File: src/rtl/ps2_pkg.sv
// Shared types and constants for the PS/2 key encoder.
// Frame FSM states, prefix bytes, ps2_key bit positions, ignore-byte helper.
package ps2_pkg;

    typedef enum logic [1:0] {
        IDLE,
        DATA,
        PARITY,
        STOP
    } state_e;

    localparam logic [7:0] PFX_EXT   = 8'hE0;
    localparam logic [7:0] PFX_BRK   = 8'hF0;
    localparam logic [7:0] PFX_PAUSE = 8'hE1;

    localparam int KEY_TGL = 10;
    localparam int KEY_PRS = 9;
    localparam int KEY_EXT = 8;

    // Keyboard status/response bytes that never describe a key.
    function automatic logic is_ignored(input logic [7:0] b);
        return (b == 8'hAA) || (b == 8'hFA) || (b == 8'hFE) ||
               (b == 8'hEE) || (b == 8'h00) || (b == 8'hFF);
    endfunction

endpackage

File: src/rtl/ps2_line_filter.sv
// Two-flop synchroniser followed by a FILTER_LEN-cycle debounce.
// Ports: clk_i, rst_ni (sync, active low), line_i (raw async), level_o (filtered).
module ps2_line_filter #(
    parameter int FILTER_LEN = 8
) (
    input  logic clk_i,
    input  logic rst_ni,
    input  logic line_i,
    output logic level_o
);

    localparam int CW = $clog2(FILTER_LEN + 1);

    logic          meta_q;
    logic          sync_q;
    logic          level_q;
    logic          level_d;
    logic [CW-1:0] cnt_q;
    logic [CW-1:0] cnt_d;

    // The level only flips once the synced line has disagreed with it
    // for FILTER_LEN consecutive cycles; any agreement restarts the count.
    always_comb begin
        cnt_d   = '0;
        level_d = level_q;
        if (sync_q != level_q) begin
            if (cnt_q == CW'(FILTER_LEN - 1)) begin
                level_d = sync_q;
            end else begin
                cnt_d = cnt_q + 1'b1;
            end
        end
    end

    always_ff @(posedge clk_i) begin
        if (!rst_ni) begin
            meta_q  <= 1'b1;
            sync_q  <= 1'b1;
            level_q <= 1'b1;
            cnt_q   <= '0;
        end else begin
            meta_q  <= line_i;
            sync_q  <= meta_q;
            level_q <= level_d;
            cnt_q   <= cnt_d;
        end
    end

    assign level_o = level_q;

endmodule

File: src/rtl/ps2_key_encoder.sv
// PS/2 keyboard receiver folding E0/F0/E1 prefixes into ps2_key events.
// Ports: clk_sys, reset_n, ps2_clk, ps2_data, ps2_key[10:0], frame_err, rx_busy.
module ps2_key_encoder
    import ps2_pkg::*;
#(
    parameter int FILTER_LEN  = 8,
    parameter int TIMEOUT_CYC = 48000,
    parameter int TMR_W       = 16
) (
    input  logic        clk_sys,
    input  logic        reset_n,
    input  logic        ps2_clk,
    input  logic        ps2_data,
    output logic [10:0] ps2_key,
    output logic        frame_err,
    output logic        rx_busy
);

    logic clk_f;
    logic dat_f;
    logic clk_f_q;
    logic fall;

    ps2_line_filter #(.FILTER_LEN(FILTER_LEN)) u_clk_filt (
        .clk_i   (clk_sys),
        .rst_ni  (reset_n),
        .line_i  (ps2_clk),
        .level_o (clk_f)
    );

    ps2_line_filter #(.FILTER_LEN(FILTER_LEN)) u_dat_filt (
        .clk_i   (clk_sys),
        .rst_ni  (reset_n),
        .line_i  (ps2_data),
        .level_o (dat_f)
    );

    assign fall = clk_f_q & ~clk_f;

    state_e          state_q;
    state_e          state_d;
    logic [2:0]      bitcnt_q;
    logic [7:0]      shift_q;
    logic            par_q;
    logic [TMR_W-1:0] wd_q;
    logic            timeout;
    logic            byte_ok;
    logic            err;
    logic            byte_valid_q;
    logic [7:0]      byte_q;
    logic            frame_err_q;
    logic            rx_busy_q;

    // A fall in the timeout cycle takes precedence and restarts the timer.
    assign timeout = (state_q != IDLE) && !fall &&
                     (wd_q == TMR_W'(TIMEOUT_CYC));

    // Frame FSM: state register.
    always_ff @(posedge clk_sys) begin
        if (!reset_n) begin
            state_q <= IDLE;
        end else begin
            state_q <= state_d;
        end
    end

    // Frame FSM: next state.
    always_comb begin
        state_d = state_q;
        if (timeout) begin
            state_d = IDLE;
        end else if (fall) begin
            unique case (state_q)
                IDLE:   if (!dat_f) state_d = DATA;
                DATA:   if (bitcnt_q == 3'd7) state_d = PARITY;
                PARITY: state_d = STOP;
                STOP:   state_d = IDLE;
            endcase
        end
    end

    // Frame FSM: outputs.
    always_comb begin
        byte_ok = 1'b0;
        err     = 1'b0;
        if (timeout) begin
            err = 1'b1;
        end else if (fall && state_q == STOP) begin
            if (dat_f && (^{par_q, shift_q})) begin
                byte_ok = 1'b1;
            end else begin
                err = 1'b1;
            end
        end
    end

    // Frame datapath and watchdog.
    always_ff @(posedge clk_sys) begin
        if (!reset_n) begin
            clk_f_q      <= 1'b1;
            bitcnt_q     <= '0;
            shift_q      <= '0;
            par_q        <= 1'b0;
            wd_q         <= '0;
            byte_valid_q <= 1'b0;
            byte_q       <= '0;
            frame_err_q  <= 1'b0;
            rx_busy_q    <= 1'b0;
        end else begin
            clk_f_q      <= clk_f;
            byte_valid_q <= byte_ok;
            frame_err_q  <= err;
            rx_busy_q    <= (state_d != IDLE);
            if (state_q == IDLE || fall) begin
                wd_q <= '0;
            end else begin
                wd_q <= wd_q + 1'b1;
            end
            if (byte_ok) begin
                byte_q <= shift_q;
            end
            if (fall) begin
                unique case (state_q)
                    IDLE:   bitcnt_q <= '0;
                    DATA: begin
                        shift_q  <= {dat_f, shift_q[7:1]};
                        bitcnt_q <= bitcnt_q + 1'b1;
                    end
                    PARITY: par_q <= dat_f;
                    STOP:   bitcnt_q <= '0;
                endcase
            end
        end
    end

    // Byte decoder.
    logic        ext_q;
    logic        ext_d;
    logic        brk_q;
    logic        brk_d;
    logic [2:0]  skip_q;
    logic [2:0]  skip_d;
    logic [10:0] key_q;
    logic [10:0] key_d;

    always_comb begin
        key_d  = key_q;
        ext_d  = ext_q;
        brk_d  = brk_q;
        skip_d = skip_q;
        if (byte_valid_q) begin
            if (skip_q != '0) begin
                skip_d = skip_q - 1'b1;
            end else if (byte_q == PFX_PAUSE) begin
                // Pause sends E1 plus seven more bytes and no break code.
                skip_d = 3'd7;
            end else if (byte_q == PFX_EXT) begin
                ext_d = 1'b1;
            end else if (byte_q == PFX_BRK) begin
                brk_d = 1'b1;
            end else if (ext_q || brk_q || !is_ignored(byte_q)) begin
                key_d[KEY_TGL] = ~key_q[KEY_TGL];
                key_d[KEY_PRS] = ~brk_q;
                key_d[KEY_EXT] = ext_q;
                key_d[7:0]     = byte_q;
                ext_d          = 1'b0;
                brk_d          = 1'b0;
            end
        end
        // A broken frame may have been part of a prefixed sequence.
        if (err) begin
            ext_d = 1'b0;
            brk_d = 1'b0;
        end
    end

    always_ff @(posedge clk_sys) begin
        if (!reset_n) begin
            key_q  <= '0;
            ext_q  <= 1'b0;
            brk_q  <= 1'b0;
            skip_q <= '0;
        end else begin
            key_q  <= key_d;
            ext_q  <= ext_d;
            brk_q  <= brk_d;
            skip_q <= skip_d;
        end
    end

    assign ps2_key   = key_q;
    assign frame_err = frame_err_q;
    assign rx_busy   = rx_busy_q;

endmodule

File: config.mk
export PLATFORM = sky130hd
export DESIGN_NAME = ps2_key_encoder
export DESIGN_NICKNAME = d
export VERILOG_FILES = /design/src/rtl/ps2_pkg.sv /design/src/rtl/ps2_line_filter.sv /design/src/rtl/ps2_key_encoder.sv
export SDC_FILE = /design/constraint.sdc
export NUM_CORES = 1
export LEC_CHECK = 0
export ABC_CLOCK_PERIOD_IN_PS = 1850
export CORE_MARGIN = 10
export CORE_UTILIZATION = 39
export CTS_BUF_LIST = sky130_fd_sc_hd__clkbuf_8
export CTS_CLUSTER_SIZE = 40
export DETAILED_ROUTE_END_ITERATION = 10
export GPL_TIMING_DRIVEN = 0
export PLACE_DENSITY_LB_ADDON = 0.3
export SYNTH_ARGS = -nofsm -noshare
export SYNTH_HDL_FRONTEND = slang
export SYNTH_SLANG_ARGS = --single-unit
File: constraint.sdc
create_clock -name clk_sys -period 1.85 [get_ports clk_sys]
set_input_delay 0.37 -clock clk_sys [delete_from_list [all_inputs] [get_ports clk_sys]]
set_output_delay 0.37 -clock clk_sys [all_outputs]
set_load 0.01 [all_outputs]
==> metrics.yaml <==
global_route:
  top_usage_layer: "met2"
  grt_max_degree: 12
  grt_overflow_total: 0
  use_met3: 0.0398
  grt_pass1_vias: 2242
  grt_use_total: 0.107
  grt_antenna_before_repair: 0
  use_met1: 0.131
  grt_pass1_wl_um: 10300
  grt_use_met2: 0.170
placed_design:
  dp_hpwl_um: 4290
  gp_congestion: 0.853
  pre_cts_slack_ps: -8.15
  place.port_buffers: 16
final_layout:
  syn2layout_area_growth_pct: 18.2
  drive_gt1_frac: 0.0961
  fillers: 763
  nets: 396
  diodes: 0
worst_hold_path:
  hp-class: "flop to flop"
cts:
  cts_max_level: 3
  clockBufferDepth: 2
  clock-sinks: 72
  clk_latency_ps: 340
  numCtsBuffers: 9
  path_clk_slew_ps: 70
  root_buffer: "clkbuf_8"
  cts_tree: "done"
logic_synthesis:
  syn-mean-instance-area_um2: 8.86
  synthCells: 351
  muxShareOfSynthArea: 0.0547
  synth_top_family_by_area: "simple AND/OR/NAND/NOR gates"
  yosys_warnings: 0
  synth_cell_types: 40
  syn_nets: 367
  ys_ff_latch: 72
  synth_compound_area_frac: 0.105
  synth_xor_area_frac: 0.0736
  synth_fa_ha_area_frac: 0.0483
  syn_area_um2: 3110
  synthSimpleGateAreaFrac: 0.218
  synth_seq_area_share: 0.463
routing:
  post_drt_wl_per_cell_um: 12.4
  postRouteAntennaNets: 0
  drt-initial-drc-count: 68
  routed_wl_um: 6030
  vias: 2394
  drc_errors: 0
  drt_pass1_iterations: 4
  vias_per_cell: 4.92
sta:
  drv_slew: 0
  skew_ps: 9.74
  relSlewSlack: 0.575
  tightest_slew_ps: 634
  finalCriticalPeriod_ps: 1760
  timing.final.hold_violations: 0
  hold_slack_ps: 410
  fmax_mhz: 567
  period_share: 0.954
  setup_viol: 0
  setup_ws_ps: 85.0
  rsz0062_at_grt: "yes"
worst_setup_path:
  critPathLaunchType: "flop"
  critPathMaxFanout: 5
  path_cells: "xnor3_1, or2_4, mux2i_2, and2b_2, buf_6, mux2i_1"
  cp_top_family: "simple AND/OR/NAND/NOR gates"
  slowest_delay_ps: 410
  crit_type: "flop to flop"
  cp_data_arrival_time_ps: 2030
  path_buf_inv: 1
  end_kind: "flop"
  critPathRequiredTime_ps: 2110
  slowest_stage: "xnor3_1"
floorplanning:
  die_y_um: 109
  num_io_pins: 17
  core.rowCount: 32
  die_w_um: 109
  die_area_um2: 11900
  core_area_um2: 7730
  start_util: 0.403
power_and_ir_drop:
  ir_worst_vdd_uv: 350
  p_leak_nw: 1.42
  cellPowerDensity_nw_per_um2: 796
run_status:
  outcome: "finished clean"
run:
  maxCapViolations: 0
## report_power, final
group,switching (W),total [W],internal (W)
combinational,0.0000282,0.0000404,0.0000123
sequential,0.00000242,0.00156,0.00155
clock,0.000548,0.00133,0.000780
## per-layer routing
metal	routed length [µm]	up-vias	share of wire
li1	-	1261	-
met1	2950	1101	0.49
met2	2730	22	0.45
met3	274	10	0.045
met4	80	0	0.013
met5	0	-	0
## state kept, by name, summed over array words and instances, names as in the netlist, 2 cells and up
name	flops
byte_q	8
shift_q	8
bitcnt_q	3
skip_q	3
u_clk_filt.cnt_q	4
state_q	2
ps2_key	11
u_dat_filt.cnt_q	4
wd_q	16
## worst register-to-register path, cell delays in order, from the launching register on
cell     delay, ps
dfxtp_2        340
xnor3_1        410
or2_4          240
mux2i_2        180
and2b_2        200
buf_6          130
mux2i_1        190
## kinds of logic (layout without fill, tap and decap cells)
group / after synthesis / after routing
compound gates: 59 / 59
xor+xnor: 23 / 23
fa+ha+maj: 12 / 12
buf+inv: 28 / 62
flops: 72 / 72
mux: 17 / 17
simple gates: 140 / 140
## final cells by class
type / count / area, µm² / area share
well taps: 102 / 128 / 0.0347
plain buffers: 13 / 63.8 / 0.0174
inverters: 15 / 56.3 / 0.0153
clock inverters: 6 / 76.3 / 0.0208
multi-input cells: 251 / 1590 / 0.432
repair buffers: 18 / 175 / 0.0477
clock buffers: 10 / 138 / 0.0374
flip-flops and latches: 72 / 1450 / 0.395
## layout by cell type, fill, tap and decap left out, types with 2 or more instances in the layout
master,netlist,final
a211oi_1,2,2
bufinv_16,0,2
dfxtp_1,72,64
nand3b_1,3,3
mux2i_1,17,16
nor3_1,3,3
clkdlybuf4s50_1,0,16
nand2_1,36,36
o21a_1,2,2
a311oi_1,2,2
nand2b_1,7,7
nor4_1,2,2
xnor2_1,5,4
clkbuf_2,0,2
nand4_1,5,5
nor2_1,40,40
o21ai_0,16,16
or4_1,3,3
xnor3_1,2,2
nand3_1,21,21
o21ai_1,3,3
or3_1,4,4
dfxtp_2,0,8
clkbuf_8,0,10
a21oi_1,29,27
and4_1,2,2
ha_1,12,12
buf_4,0,2
a21oi_2,0,2
inv_1,14,17
clkbuf_1,10,8
xor2_1,16,16
and3_1,7,7
## cells in the mapped netlist
| master | n | area [µm²] |
|---|---|---|
| nor4_2 | 1 | 12.5 |
| clkinv_1 | 1 | 3.75 |
| nand4b_1 | 1 | 8.76 |
| dfxtp_1 | 72 | 1440 |
| a211oi_1 | 2 | 15.0 |
| a221oi_1 | 1 | 8.76 |
| a21oi_1 | 29 | 145 |
| mux2i_1 | 17 | 170 |
| and2_1 | 1 | 6.26 |
| o21a_1 | 2 | 15.0 |
| xnor2_1 | 5 | 43.8 |
| buf_2 | 2 | 10.0 |
| and4_1 | 2 | 17.5 |
| a31o_2 | 1 | 8.76 |
| o211ai_1 | 1 | 7.51 |
| nor2_1 | 40 | 150 |
| o21ai_1 | 3 | 15.0 |
| and3_1 | 7 | 43.8 |
| a21o_1 | 1 | 7.51 |
| nand3_1 | 21 | 105 |
| inv_1 | 14 | 52.6 |
| or3_1 | 4 | 25.0 |
| nand3b_1 | 3 | 22.5 |
| buf_6 | 1 | 11.3 |
| xnor3_1 | 2 | 45.0 |
| nor3_1 | 3 | 15.0 |
| clkbuf_1 | 10 | 37.5 |
| nor4_1 | 2 | 12.5 |
| xor2_1 | 16 | 140 |
| nand4_1 | 5 | 31.3 |
| nor2b_1 | 2 | 12.5 |
| or4_1 | 3 | 22.5 |
| nand2_1 | 36 | 135 |
| o21ai_0 | 16 | 80.1 |
| or2_2 | 1 | 6.26 |
| and2b_1 | 1 | 7.51 |
| o22ai_1 | 1 | 6.26 |
| ha_1 | 12 | 150 |
| nand2b_1 | 7 | 43.8 |
| a311oi_1 | 2 | 17.5 |
## final timing paths
kind	startpoint	end	slack [ps]	cells after the start
setup / recovery	shift_q[0]	byte_q[6]	90	6
hold / removal	u_clk_filt.meta_q	u_clk_filt.sync_q	410	1
setup reg to reg	shift_q[0]	byte_q[6]	90	6
hold reg to reg	u_clk_filt.meta_q	u_clk_filt.sync_q	410	1
## metrics by stage
step	area [µm²]	instances	total power [W]	util	setup TNS (ps)
finish	3680	487	0.00292	0.476	0
global route	3680	487	0.00303	0.476	-23.3
CTS	3620	486	0.00297	0.469	0
detailed placement	3400	469	0.00163	0.440	-15.2
global placement	3400	469	0.00163	0.440	0
floorplan	3110	351	0.00161	-	0
## what timing repair did
item,4_1_cts,5_1_grt
hold buffers,0,0
gates cloned,0,1
setup buffers,1,0
gates resized for setup,2,20
pin swaps,1,2
setup endpoints to repair,1,25
(Power assumes the default switching activity.)
